<file path="src/rtl/riscv_pkg.sv">
// rtl/riscv_pkg.sv - shared types for the RISC-V pipeline core
package riscv_pkg;

  localparam int XLEN   = 32;
  localparam int CTRL_W = 10;

  typedef struct packed {
    logic       reg_write;
    logic [1:0] result_src;
    logic       mem_write;
    logic       branch;
    logic       jump;
    logic       alu_src;
    logic [2:0] alu_control;
  } ctrl_t;

  typedef struct packed {
    logic [XLEN-1:0] imm_ext;
    logic [XLEN-1:0] rd1;
    logic [XLEN-1:0] rd2;
    logic [XLEN-1:0] pc;
    logic [XLEN-1:0] pc_plus4;
    logic [4:0]      rs1;
    logic [4:0]      rs2;
    logic [4:0]      rd;
    ctrl_t           ctrl;
  } id_ex_t;

endpackage

</file>
<file path="src/rtl/pipe_skid_reg.sv">
// rtl/pipe_skid_reg.sv - generic 2-entry skid buffer with registered in_ready
module pipe_skid_reg #(
  parameter int W = 8
) (
  input  logic         clk,
  input  logic         rst,
  input  logic         flush,
  input  logic         in_valid,
  output logic         in_ready,
  input  logic [W-1:0] in_data,
  output logic         out_valid,
  input  logic         out_ready,
  output logic [W-1:0] out_data
);

  logic         main_valid;
  logic         skid_valid;
  logic [W-1:0] main_data;
  logic [W-1:0] skid_data;
  logic         in_fire;
  logic         out_fire;

  // in_ready depends only on a flop, so a stalled execute side never
  // reaches back into decode combinationally.
  assign in_ready  = !skid_valid;
  assign out_valid = main_valid;
  assign out_data  = main_data;
  assign in_fire   = in_valid && in_ready;
  assign out_fire  = main_valid && out_ready;

  always_ff @(posedge clk or negedge rst) begin
    if (!rst) begin
      main_valid <= 1'b0;
      skid_valid <= 1'b0;
      main_data  <= '0;
      skid_data  <= '0;
    end else if (flush) begin
      main_valid <= 1'b0;
      skid_valid <= 1'b0;
    end else if (!main_valid || out_fire) begin
      main_valid <= skid_valid || in_fire;
      if (skid_valid) begin
        main_data  <= skid_data;
        skid_valid <= 1'b0;
      end else if (in_fire) begin
        main_data <= in_data;
      end
    end else if (in_fire) begin
      // main is held by a stalled consumer: park the new entry in skid
      skid_valid <= 1'b1;
      skid_data  <= in_data;
    end
  end

endmodule

</file>
<file path="src/rtl/id_ex_stage.sv">
// rtl/id_ex_stage.sv - decode-to-execute pipeline register built on a skid buffer
module id_ex_stage #(
  parameter int XLEN   = riscv_pkg::XLEN,
  parameter int CTRL_W = riscv_pkg::CTRL_W
) (
  input  logic              clk,
  input  logic              rst,
  input  logic              flush,
  input  logic              in_valid,
  output logic              in_ready,
  input  logic [XLEN-1:0]   Imm_Ext_D,
  input  logic [XLEN-1:0]   RD1_D,
  input  logic [XLEN-1:0]   RD2_D,
  input  logic [XLEN-1:0]   PC_D,
  input  logic [XLEN-1:0]   PCPlus4_D,
  input  logic [4:0]        Rs1_D,
  input  logic [4:0]        Rs2_D,
  input  logic [4:0]        Rd_D,
  input  logic [CTRL_W-1:0] Ctrl_D,
  output logic              out_valid,
  input  logic              out_ready,
  output logic [XLEN-1:0]   Imm_Ext_E,
  output logic [XLEN-1:0]   RD1_E,
  output logic [XLEN-1:0]   RD2_E,
  output logic [XLEN-1:0]   PC_E,
  output logic [XLEN-1:0]   PCPlus4_E,
  output logic [4:0]        Rs1_E,
  output logic [4:0]        Rs2_E,
  output logic [4:0]        Rd_E,
  output logic [CTRL_W-1:0] Ctrl_E
);

  import riscv_pkg::*;

  id_ex_t d_pkt;
  id_ex_t e_pkt;

  assign d_pkt.imm_ext  = Imm_Ext_D;
  assign d_pkt.rd1      = RD1_D;
  assign d_pkt.rd2      = RD2_D;
  assign d_pkt.pc       = PC_D;
  assign d_pkt.pc_plus4 = PCPlus4_D;
  assign d_pkt.rs1      = Rs1_D;
  assign d_pkt.rs2      = Rs2_D;
  assign d_pkt.rd       = Rd_D;
  assign d_pkt.ctrl     = ctrl_t'(Ctrl_D);

  pipe_skid_reg #(
    .W($bits(id_ex_t))
  ) u_skid (
    .clk      (clk),
    .rst      (rst),
    .flush    (flush),
    .in_valid (in_valid),
    .in_ready (in_ready),
    .in_data  (d_pkt),
    .out_valid(out_valid),
    .out_ready(out_ready),
    .out_data (e_pkt)
  );

  assign Imm_Ext_E = e_pkt.imm_ext;
  assign RD1_E     = e_pkt.rd1;
  assign RD2_E     = e_pkt.rd2;
  assign PC_E      = e_pkt.pc;
  assign PCPlus4_E = e_pkt.pc_plus4;
  assign Rs1_E     = e_pkt.rs1;
  assign Rs2_E     = e_pkt.rs2;
  assign Rd_E      = e_pkt.rd;
  assign Ctrl_E    = e_pkt.ctrl;

endmodule

</file>
<file path="config.mk">
export PLATFORM = sky130hd
export DESIGN_NAME = id_ex_stage
export DESIGN_NICKNAME = d
export VERILOG_FILES = /design/src/rtl/riscv_pkg.sv /design/src/rtl/pipe_skid_reg.sv /design/src/rtl/id_ex_stage.sv
export SDC_FILE = /design/constraint.sdc
export NUM_CORES = 1
export LEC_CHECK = 0
export BUFFER_PORTS_ARGS = -buffer_cell sky130_fd_sc_hd__buf_4
export CORE_MARGIN = 1
export CORE_UTILIZATION = 58
export CTS_CLUSTER_SIZE = 24
export DETAILED_ROUTE_END_ITERATION = 12
export PLACE_DENSITY = 0.95
export SETUP_SLACK_MARGIN = 0.4
export SLEW_MARGIN = 20
export SYNTH_ARGS = -nofsm -noshare
export SYNTH_HDL_FRONTEND = slang
export SYNTH_SLANG_ARGS = --single-unit
export TNS_END_PERCENT = 5
</file>
<file path="constraint.sdc">
create_clock -name clk -period 3.9 [get_ports clk]
set_input_delay 1.17 -clock clk [delete_from_list [all_inputs] [get_ports clk]]
set_output_delay 1.17 -clock clk [all_outputs]
set_load 0.01 [all_outputs]
</file>
==> results.md <==
* Status: completed
* Fin crit share at 73.9%
* Cells on Worst Hold Path at 1
* Yosys reg bits at 372
* Mean Syn Cell Area at 16.0 um2
* Clk_skew at 0.0105 ns
* Initial Util at 59.2%
* # DRC at 0
* Min Tclk post-route at 2.88 ns
* GPL Wtd Cong at 0.801
* Post-cts sizing count at 0
* DRC violation total after the first TritonRoute iteration at 459
* Drt total wl at 37300 um
* Startpoint types: register
* Sink Count at 372
* Leakage at 9.37 nW
* Gr ovfl total at 0
* Slew margin rel. at 40.7%
* DPL Wire Length at 24600 um
* Final ANT Viol Nets at 0
* Later-pin clock latency in the skew report at 0.51 ns
* Worst Reg-to-Reg Cells at 3
* RSZ-0062 raised after global routing: false
* Final Power at 0.0111 W
* Placed Instances at 1676
* Maximum VDD drop at 414 uV
* Clock slew at reported path FFs at 0.06 ns
* Worst Hold Class: register to register
* Setup bufs post-CTS at 0
* Cells after Synth at 997
* PwrDens at 540 nW/um2
* Final hold violations at 0
* Routed vias/inst at 5.57
* CP arrival at 1.71 ns
* Num CTS Buffers at 39
* Vias in the first global route at 10900
* Bufs on Longest Clock Path at 3
* Mapped Area at 16000 um2
* WP data required at 2.73 ns
* Fillcell total at 1545
* Synth unique cells at 16
* Layout cell share with drive strength beyond 1 at 58.0%
* Die area at 28300 um2
* Syn Nets at 1187
* Core Area at 27000 um2
* Synth warn at 0
* Fin util at 75.9%
* Row cnt at 60
* Final setup violation count at 0
* Final Slew Violations at 0
* Most common cell after layout, fill and taps aside: buf_4
* Max cap viols at 0
* Vias at 9733
* 1st-pass router iterations at 6
* Worst Setup End Kind: output port
* Critical path class: register to output port
* Post-CTS Hold Buffers at 0
* Initial antenna violation count at 0
* Die width at 168 um
* # diodes at 0
* Setup TNS at 0 ns
* H-tree depth at 2
* Commonest cells after routing, fill and taps aside: 388 x buf_4, 371 x dfrtp_1, 345 x mux2_2, 210 x mux2_1, 41 x clkbuf_16
* Min Hold Slack at 0.486 ns
* Port Buf Inserts at 376
* # nets final at 1566
* CTS tree: done
* Fmax at 0.347 GHz
* Synth-to-Final Area Change at 28.2%
* I/O pins at 377
* CTS Root Cell: clkbuf_16
* Die H at 168 um
* First-pass GRT wire length at 59300 um
* WL per Instance at 21.3 um
* Total GRT Usage at 26.9%
* Crit path max fanout at 54
* Cell Count, Final, Fillers Out at 1746
* Seq/Total Area, Yosys at 58.2%
* Slew @ Worst Pin at 0.889 ns
* Largest net degree at the start of global routing at 101
[sequential cells by signal, summed over array words and instances (netlist names)]
name	count
u_skid.out_valid	1
u_skid.skid_valid	1
u_skid.skid_data	185
u_skid.out_data	185
[stage by stage]
stage                     cell area (um2)  worst slack, ns
final                               20500             1.02
after global routing                20500            0.903
after CTS                           20500            0.981
after detailed placement            19200             1.11
after global placement              19200             1.17
after floorplan                     16000             1.65
[cells in the mapped netlist (all sizes together)]
library cell  instances  area, um2
nor2b                 1       8.76
buf                  57        362
a21oi                 1       5.00
dfrtp               372       9310
nor3                  2       21.3
nor2                  2       10.0
nand3                 1       10.0
inv                   1       3.75
clkbuf                4       15.0
nand2b                1       6.26
mux2                555       6250
[critical path, stage by stage (launching register included)]
cell and delay, ns:
dfrtp_4 0.94, inv_1 0.08, buf_4 0.17
[cells by family after synthesis]
kind of cell | Yosys count | share of synthesized area [%]
multiplexers | 555 | 39.1
flip-flops | 372 | 58.2
buffers and inverters | 62 | 2.38
AND/OR/NAND/NOR | 7 | 0.352
AO/OA/AOI/OAI | 1 | 0.0312
[final timing paths]
| check | to | slack, ns | start |
|---|---|---|---|
| worst max-delay path | in_ready | 1.02 | u_skid.skid_valid$_DFFE_PN0P_ |
| worst min-delay path | u_skid.skid_data[136]$_DFFE_PN0P_ | 0.49 | u_skid.skid_data[136]$_DFFE_PN0P_ |
| worst max register to register | u_skid.out_data[94]$_DFFE_PN0P_ | 1.41 | u_skid.skid_valid$_DFFE_PN0P_ |
| worst min register to register | u_skid.skid_data[136]$_DFFE_PN0P_ | 0.49 | u_skid.skid_data[136]$_DFFE_PN0P_ |
| max in group asynchronous | u_skid.out_data[92]$_DFFE_PN0P_ | 2.20 | rst |
| min in group asynchronous | u_skid.out_data[146]$_DFFE_PN0P_ | 0.68 | rst |
[final cells by class]
class / count / area (um2) / share of cell area [%]
Clock buffer: 53 / 1150 / 5.61
Timing Repair Buffer: 399 / 3130 / 15.2
Clock inverter: 17 / 174 / 0.848
Sequential cell: 372 / 9310 / 45.4
Multi-Input combinational cell: 563 / 6320 / 30.8
Tap cell: 341 / 427 / 2.08
Inverter: 1 / 3.75 / 0.0183
[layer usage]
| layer | wire [um] | GRT usage, % |
|---|---|---|
| met5 | 0 | 0 |
| met4 | 1710 | 12.6 |
| met3 | 2030 | 5.76 |
| met2 | 19400 | 47.8 |
| met1 | 14100 | 31.1 |
[power breakdown]
part	internal (W)	total [W]	switching [W]
logic	0.00123	0.00210	0.000865
registers	0.00472	0.00520	0.000478
clock network	0.00227	0.00379	0.00151
Note: power is estimated with default switching activity, not from simulation.
